[src/rtl/instr_encoder_loader_if.sv]
// Field-tuple stream between the host/testbench loader and the instruction encoder.
// The host drives one instruction's fields per beat and the loader accepts a beat when
// in_valid and in_ready are both high on a rising clock edge.
//
// Signals:
//   in_valid   host -> loader   tuple valid
//   in_ready   loader -> host   loader can accept a tuple
//   in_opcode  host -> loader   6-bit opcode
//   in_rd      host -> loader   destination register
//   in_rs      host -> loader   source register
//   in_rt      host -> loader   second source (register-format ops)
//   in_imm     host -> loader   immediate / jump or branch target
//   in_last    host -> loader   final tuple of the session
//
// Modports: master = host side, slave = loader side.
interface instr_encoder_loader_if;
  logic        in_valid;
  logic        in_ready;
  logic [5:0]  in_opcode;
  logic [4:0]  in_rd;
  logic [4:0]  in_rs;
  logic [4:0]  in_rt;
  logic [31:0] in_imm;
  logic        in_last;

  modport master (
    output in_valid, in_opcode, in_rd, in_rs, in_rt, in_imm, in_last,
    input  in_ready
  );

  modport slave (
    input  in_valid, in_opcode, in_rd, in_rs, in_rt, in_imm, in_last,
    output in_ready
  );
endinterface

[src/rtl/instr_encoder_loader.sv]
// Instruction encoder / imem loader.
// Packs instruction field tuples into the 48-bit instruction word that the pipeline
// decodes, rejects unknown opcodes, and streams the words into instruction memory
// starting at a session base address. One word per cycle, one cycle of latency from
// accept to imem write.
//
// Ports:
//   clk, rst_n        clock and asynchronous active-low reset
//   start, base_addr  begin a load session at base_addr (ignored while loading)
//   tuple             field-tuple stream (slave side of instr_encoder_loader_if)
//   imem_we/addr/wdata imem write port, one strobe per encoded word
//   count             words written this session
//   busy              session in progress
//   done / err        sticky session outcome, cleared by the next start
//   err_code          01 illegal opcode, 10 imem overflow, 00 none
//   err_opcode        offending opcode for an illegal-opcode abort
//   checksum          XOR of all words written this session
//
// Build option: define LOADER_CHECKSUM_EN to build the checksum register; without it
// checksum is tied to zero.
module instr_encoder_loader #(
  parameter int ADDR_W = 8
) (
  input  logic                 clk,
  input  logic                 rst_n,
  input  logic                 start,
  input  logic [ADDR_W-1:0]    base_addr,
  instr_encoder_loader_if.slave tuple,
  output logic                 imem_we,
  output logic [ADDR_W-1:0]    imem_addr,
  output logic [47:0]          imem_wdata,
  output logic [ADDR_W:0]      count,
  output logic                 busy,
  output logic                 done,
  output logic                 err,
  output logic [1:0]           err_code,
  output logic [5:0]           err_opcode,
  output logic [47:0]          checksum
);

  typedef enum logic [1:0] {IDLE, LOAD, DONE, ERR} state_t;

  state_t              state;
  logic [ADDR_W-1:0]   ptr;
  logic                legal;
  logic [4:0]          enc_rd;
  logic [4:0]          enc_rs;
  logic [31:0]         enc_low;
  logic [47:0]         enc_word;
  logic                accept;

  // Opcode classification and low-field packing. J and NOP force the register
  // fields to zero so the decoder sees canonical words regardless of host input.
  always_comb begin
    legal   = 1'b1;
    enc_rd  = tuple.in_rd;
    enc_rs  = tuple.in_rs;
    enc_low = 32'h0;
    case (tuple.in_opcode)
      6'h10, 6'h11, 6'h12, 6'h13, 6'h14, 6'h15, 6'h16:
        enc_low = {tuple.in_rt, 27'h0};
      6'h0B, 6'h22, 6'h23, 6'h24, 6'h25:
        enc_low = tuple.in_imm;
      6'h20: begin
        enc_rd  = 5'h0;
        enc_rs  = 5'h0;
        enc_low = tuple.in_imm;
      end
      6'h21: begin
        enc_rd = 5'h0;
        enc_rs = 5'h0;
      end
      default: legal = 1'b0;
    endcase
  end

  assign enc_word       = {tuple.in_opcode, enc_rd, enc_rs, enc_low};
  assign tuple.in_ready = (state == LOAD);
  assign busy           = (state == LOAD);
  assign accept         = tuple.in_valid & tuple.in_ready;

  // Session FSM. The write pointer saturates at all-ones: a non-final word written
  // there ends the session with an overflow error instead of wrapping.
  always_ff @(posedge clk or negedge rst_n) begin
    if (!rst_n) begin
      state      <= IDLE;
      ptr        <= '0;
      imem_we    <= 1'b0;
      imem_addr  <= '0;
      imem_wdata <= 48'h0;
      count      <= '0;
      done       <= 1'b0;
      err        <= 1'b0;
      err_code   <= 2'b00;
      err_opcode <= 6'h0;
    end else begin
      imem_we <= 1'b0;
      case (state)
        IDLE, DONE, ERR: begin
          if (start) begin
            state    <= LOAD;
            ptr      <= base_addr;
            count    <= '0;
            done     <= 1'b0;
            err      <= 1'b0;
            err_code <= 2'b00;
          end
        end
        LOAD: begin
          if (accept) begin
            if (!legal) begin
              state      <= ERR;
              err        <= 1'b1;
              err_code   <= 2'b01;
              err_opcode <= tuple.in_opcode;
            end else begin
              imem_we    <= 1'b1;
              imem_addr  <= ptr;
              imem_wdata <= enc_word;
              count      <= count + (ADDR_W+1)'(1);
              if (tuple.in_last) begin
                state <= DONE;
                done  <= 1'b1;
              end else if (&ptr) begin
                state    <= ERR;
                err      <= 1'b1;
                err_code <= 2'b10;
              end else begin
                ptr <= ptr + ADDR_W'(1);
              end
            end
          end
        end
      endcase
    end
  end

`ifdef LOADER_CHECKSUM_EN
  logic [47:0] checksum_q;

  // Running XOR of written words; a session start clears it.
  always_ff @(posedge clk or negedge rst_n) begin
    if (!rst_n) begin
      checksum_q <= 48'h0;
    end else if (start && state != LOAD) begin
      checksum_q <= 48'h0;
    end else if (imem_we) begin
      checksum_q <= checksum_q ^ imem_wdata;
    end
  end

  assign checksum = checksum_q;
`else
  assign checksum = 48'h0;
`endif

endmodule

[src/flat_wrapper.sv]
// flat-port wrapper written by rule: the top's interface ports become plain ports
module instr_encoder_loader_flat 
#(
  parameter int ADDR_W = 8
)
  (clk, rst_n, start, base_addr, imem_we, imem_addr, imem_wdata, count, busy, done, err, err_code, err_opcode, checksum, tuple_in_valid, tuple_in_opcode, tuple_in_rd, tuple_in_rs, tuple_in_rt, tuple_in_imm, tuple_in_last, tuple_in_ready);
  instr_encoder_loader_if tuple_i ();
  input  logic clk;
  input  logic rst_n;
  input  logic start;
  input  logic [ADDR_W-1:0] base_addr;
  output logic imem_we;
  output logic [ADDR_W-1:0] imem_addr;
  output logic [47:0] imem_wdata;
  output logic [ADDR_W:0] count;
  output logic busy;
  output logic done;
  output logic err;
  output logic [1:0] err_code;
  output logic [5:0] err_opcode;
  output logic [47:0] checksum;
  input wire logic [$bits(tuple_i.in_valid)-1:0] tuple_in_valid;
  input wire logic [$bits(tuple_i.in_opcode)-1:0] tuple_in_opcode;
  input wire logic [$bits(tuple_i.in_rd)-1:0] tuple_in_rd;
  input wire logic [$bits(tuple_i.in_rs)-1:0] tuple_in_rs;
  input wire logic [$bits(tuple_i.in_rt)-1:0] tuple_in_rt;
  input wire logic [$bits(tuple_i.in_imm)-1:0] tuple_in_imm;
  input wire logic [$bits(tuple_i.in_last)-1:0] tuple_in_last;
  output wire logic [$bits(tuple_i.in_ready)-1:0] tuple_in_ready;
  assign tuple_i.in_valid = tuple_in_valid;
  assign tuple_i.in_opcode = tuple_in_opcode;
  assign tuple_i.in_rd = tuple_in_rd;
  assign tuple_i.in_rs = tuple_in_rs;
  assign tuple_i.in_rt = tuple_in_rt;
  assign tuple_i.in_imm = tuple_in_imm;
  assign tuple_i.in_last = tuple_in_last;
  assign tuple_in_ready = tuple_i.in_ready;
  instr_encoder_loader #(.ADDR_W(ADDR_W)) u_core (.clk(clk), .rst_n(rst_n), .start(start), .base_addr(base_addr), .tuple(tuple_i), .imem_we(imem_we), .imem_addr(imem_addr), .imem_wdata(imem_wdata), .count(count), .busy(busy), .done(done), .err(err), .err_code(err_code), .err_opcode(err_opcode), .checksum(checksum));
endmodule
[config.mk]
export PLATFORM = sky130hd
export DESIGN_NAME = instr_encoder_loader_flat
export DESIGN_NICKNAME = d
export VERILOG_FILES = /design/src/rtl/instr_encoder_loader_if.sv /design/src/rtl/instr_encoder_loader.sv /design/src/flat_wrapper.sv
export SDC_FILE = /design/constraint.sdc
export NUM_CORES = 1
export LEC_CHECK = 0
export ABC_AREA = 1
export CORE_AREA = 2 2 115 95
export CTS_BUF_LIST = sky130_fd_sc_hd__clkbuf_4
export DETAILED_ROUTE_END_ITERATION = 12
export DIE_AREA = 0 0 117 97
export GPL_TIMING_DRIVEN = 1
export PLACE_DENSITY = 0.81
export SLEW_MARGIN = 20
export SYNTH_ARGS = -nofsm -noshare
export SYNTH_HDL_FRONTEND = slang
export SYNTH_SLANG_ARGS = --single-unit
[constraint.sdc]
create_clock -name clk -period 2.2 [get_ports clk]
set_input_delay 0.22 -clock clk [delete_from_list [all_inputs] [get_ports clk]]
set_output_delay 0.22 -clock clk [all_outputs]
set_load 0.01 [all_outputs]
==> summary.txt <==
Hold path
  – Tightest Hold Check Type: input port to asynchronous set/reset pin

Die
  – Number of standard-cell rows in the floorplan: 33
  – Placeable core area: 10,100 µm²
  – Ports placed on the boundary: 192
  – Y dimension of the die: 97 µm
  – Effective utilization at floorplan: 42.6%
  – Die width: 117 µm
  – Die outline area: 11,300 µm²

Synth
  – Netlist area before placement: 4310 µm²
  – Top-area cell type share of the netlist area: 49.9%
  – Proportion of synthesized chip area in sequential cells: 49.9%
  – Mean area per synthesized cell: 8.26 µm²
  – Instance count of the mapped netlist: 522
  – Synthesis warning total: 0
  – Flop and latch count out of synthesis: 86
  – Cell types occupying the most area after synthesis: sky130_fd_sc_hd__dfrtp_1 (50%), sky130_fd_sc_hd__nand2_1 (16%), sky130_fd_sc_hd__buf_4 (8.7%)
  – Cell type with the highest aggregate area in the netlist: sky130_fd_sc_hd__dfrtp_1
  – Post-synth cell types: 31

CTS
  – Number of H-tree levels: 3
  – Number of sinks on the clock net: 86
  – Clock buffer count from CTS: 9
  – TritonCTS clock tree: yes
  – Maximum number of buffers from clock root to sink: 2
  – CTS Root Buffer Type: sky130_fd_sc_hd__clkbuf_4
  – Clock transition at the register clock pins on the worst setup and hold paths after CTS: 0.14 ns
  – Clock insertion delay at the later pin of the skew report: 0.44 ns

Final layout
  – Antenna diode count: 0
  – Proportion of layout cells with a drive suffix above 1: 6.88%
  – Net count of the finished layout: 732
  – Filler cells: 925
  – P&R area growth vs syn: 36.3%
  – Most frequent standard cell in the layout excluding fill and tap cells: sky130_fd_sc_hd__nand2_1
  – Most frequent cells in the layout: sky130_fd_sc_hd__nand2_1 (179), sky130_fd_sc_hd__clkdlybuf4s50_1 (142), sky130_fd_sc_hd__dfrtp_1 (86)

Power
  – Design Power: 6.54 mW
  – Power density relative to cell area: 1110 nW/µm²
  – Maximum resistive drop on vdd: 593 µV
  – Leak pwr: 2.89 nW

Critical path
  – Reg2reg end: u_core.ptr[4]
  – Worst setup path startpoint: u_core.state[1]
  – Type of destination of the critical path: output pin
  – Critical path start-end classification: flip-flop to output pin
  – Required @ worst endpoint: 1.98 ns
  – CP peak stage delay: 0.60 ns
  – Slowest stage cell on the critical path: sky130_fd_sc_hd__clkdlybuf4s50_1
  – Kind of start point of the critical path: flip-flop
  – Reg2Reg Depth: 10
  – Worst Path Max Fanout: 17
  – Worst endpoint data arrival time: 1.86 ns
  – Reg-to-reg critical path startpoint: u_core.ptr[0]
  – Setup slack on the worst flop-to-flop path: 0.46 ns
  – Worst path cell trace: nor2_4, buf_4, clkdlybuf4s50_1

Route
  – Drt wl/cell: 13.6 µm
  – Count of routing violations after the opening detailed-route iteration: 234
  – Overall routed net length: 11.0 mm
  – Remaining design rule violation count: 0
  – Initial DRT Pass Iterations: 5
  – Routed vias: 3,794
  – Routed via count divided by cell count: 4.69
  – Detail Route Antenna Nets: 0

Placement
  – Weighted congestion reported at the end of routability-driven placement: 0.818
  – Detailed placement HPWL: 8.28 mm
  – Buffers added on ports: 143
  – Worst slack, placed: 0.114 ns

STA
  – Fin crit period: 2.08 ns
  – Hold violation total from the final report: 0
  – Headroom to the max-slew limit: 61.5%
  – Clock skew: 0.0106 ns
  – Worst-margin pin slew: 0.571 ns
  – Final critical-path share of the clock period: 94.8%
  – Pins over their slew limit: 0
  – RSZ-0062 raised after global routing: no
  – Total Negative Setup Slacks: 0 ns
  – Setup WS post-layout: 0.115 ns
  – Final setup violation count: 0
  – Highest clock frequency the design can meet: 0.480 GHz

Outcome
  – Result of the run: completed

Global route
  – Via count of the first global-routing pass: 3,749
  – Congestion Overflow GR: 0
  – Pin count of the biggest net entering global routing: 48
  – Total routing resource utilization after global routing: 19.8%
  – Global-route wire length before repair: 17.8 mm
  – Initial antenna violation count: 0

Run
  – Number of max-cap violations: 0
cell usage after synthesis (all sizes together):
master and n:
ha 2, buf 64, dfrtp 86, mux2i 1, nand3 53, a31o 1
nand3b 1, inv 35, nand2 184, conb 1, a21oi 4, or2 1
nor3 1, nor3b 1, xor2 3, nor2 25, nand4 5, xnor2 3
clkbuf 4, o21ai 47
timing repair:
item | in CTS | in global routing
endpoints found under the hold margin | 39 | 0
setup endpoints to repair | 0 | 0
gates resized for setup | 0 | 0
setup buffers | 0 | 0
hold buffers | 1 | 0
report_power, final:
part           leakage [nW]  internal [mW]  switching, mW
registers              1.12           2.18          0.411
clock network        0.0794          0.453          0.538
logic                  1.69           1.48           1.48
logic make-up after synthesis:
group	Yosys count	share of synthesized area (%)
buffers and inverters	103	13.9
other	1	0.0870
muxes	1	0.232
AOI/OAI and AO/OA	52	6.39
adders and majority gates	2	0.580
xor gates and xnor gates	6	1.22
and+or+nand+nor	271	27.7
DFF	86	49.9
layout make-up:
class	instances	area, µm²	share of cell area [%]
Clock inverter	7	88.8	1.51
Timing Repair Buffer	152	1520	25.9
Inverter	35	131	2.24
Multi-Input combinational cell	380	1740	29.6
Sequential cell	86	2150	36.6
Tap cell	140	175	2.98
Clock buffer	9	67.6	1.15
worst max-delay path by stage:
stage                            endpoint  cells after the start  slack [ns]
finish                     tuple_in_ready                      3        0.12
global route               tuple_in_ready                      3       0.006
CTS                        tuple_in_ready                      3        0.07
detailed placement  u_core.imem_wdata[31]                     10        0.11
global placement            u_core.ptr[7]                     12        0.21
floorplan                   u_core.ptr[6]                     10        0.49
flip-flops by register name (all words and copies together) (netlist names):
register and cells:
u_core.err_code 2, u_core.count 9, u_core.imem_wdata 48, u_core.imem_we 1, u_core.state 2, u_core.done 1, u_core.ptr 8, u_core.err_opcode 6
u_core.imem_addr 8, u_core.err 1
critical path, delay by kind of cell, from the launching register on:
| family | cells | cell delay [ns] |
|---|---|---|
| buffers and inverters | 2 | 0.86 |
| and+or+nand+nor | 1 | 0.13 |
| DFF | 1 | 0.44 |
stage by stage:
step | utilization, % | cell area [µm²] | cells | hold slack [ns]
floorplan | - | 4490 | 569 | -0.0756
global placement | 56.4 | 5710 | 792 | 0.227
detailed placement | 56.4 | 5710 | 792 | 0.235
CTS | 58.1 | 5880 | 809 | 0.277
global route | 58.1 | 5880 | 809 | 0.293
finish | 58.1 | 5880 | 809 | 0.296
layer usage:
metal	routed length, µm	track usage [%]
met1	4590	25.4
met2	5510	32.8
met3	721	5.08
met4	182	6.15
met5	0	0
No activity file was read; power rests on OpenSTA's default activity.
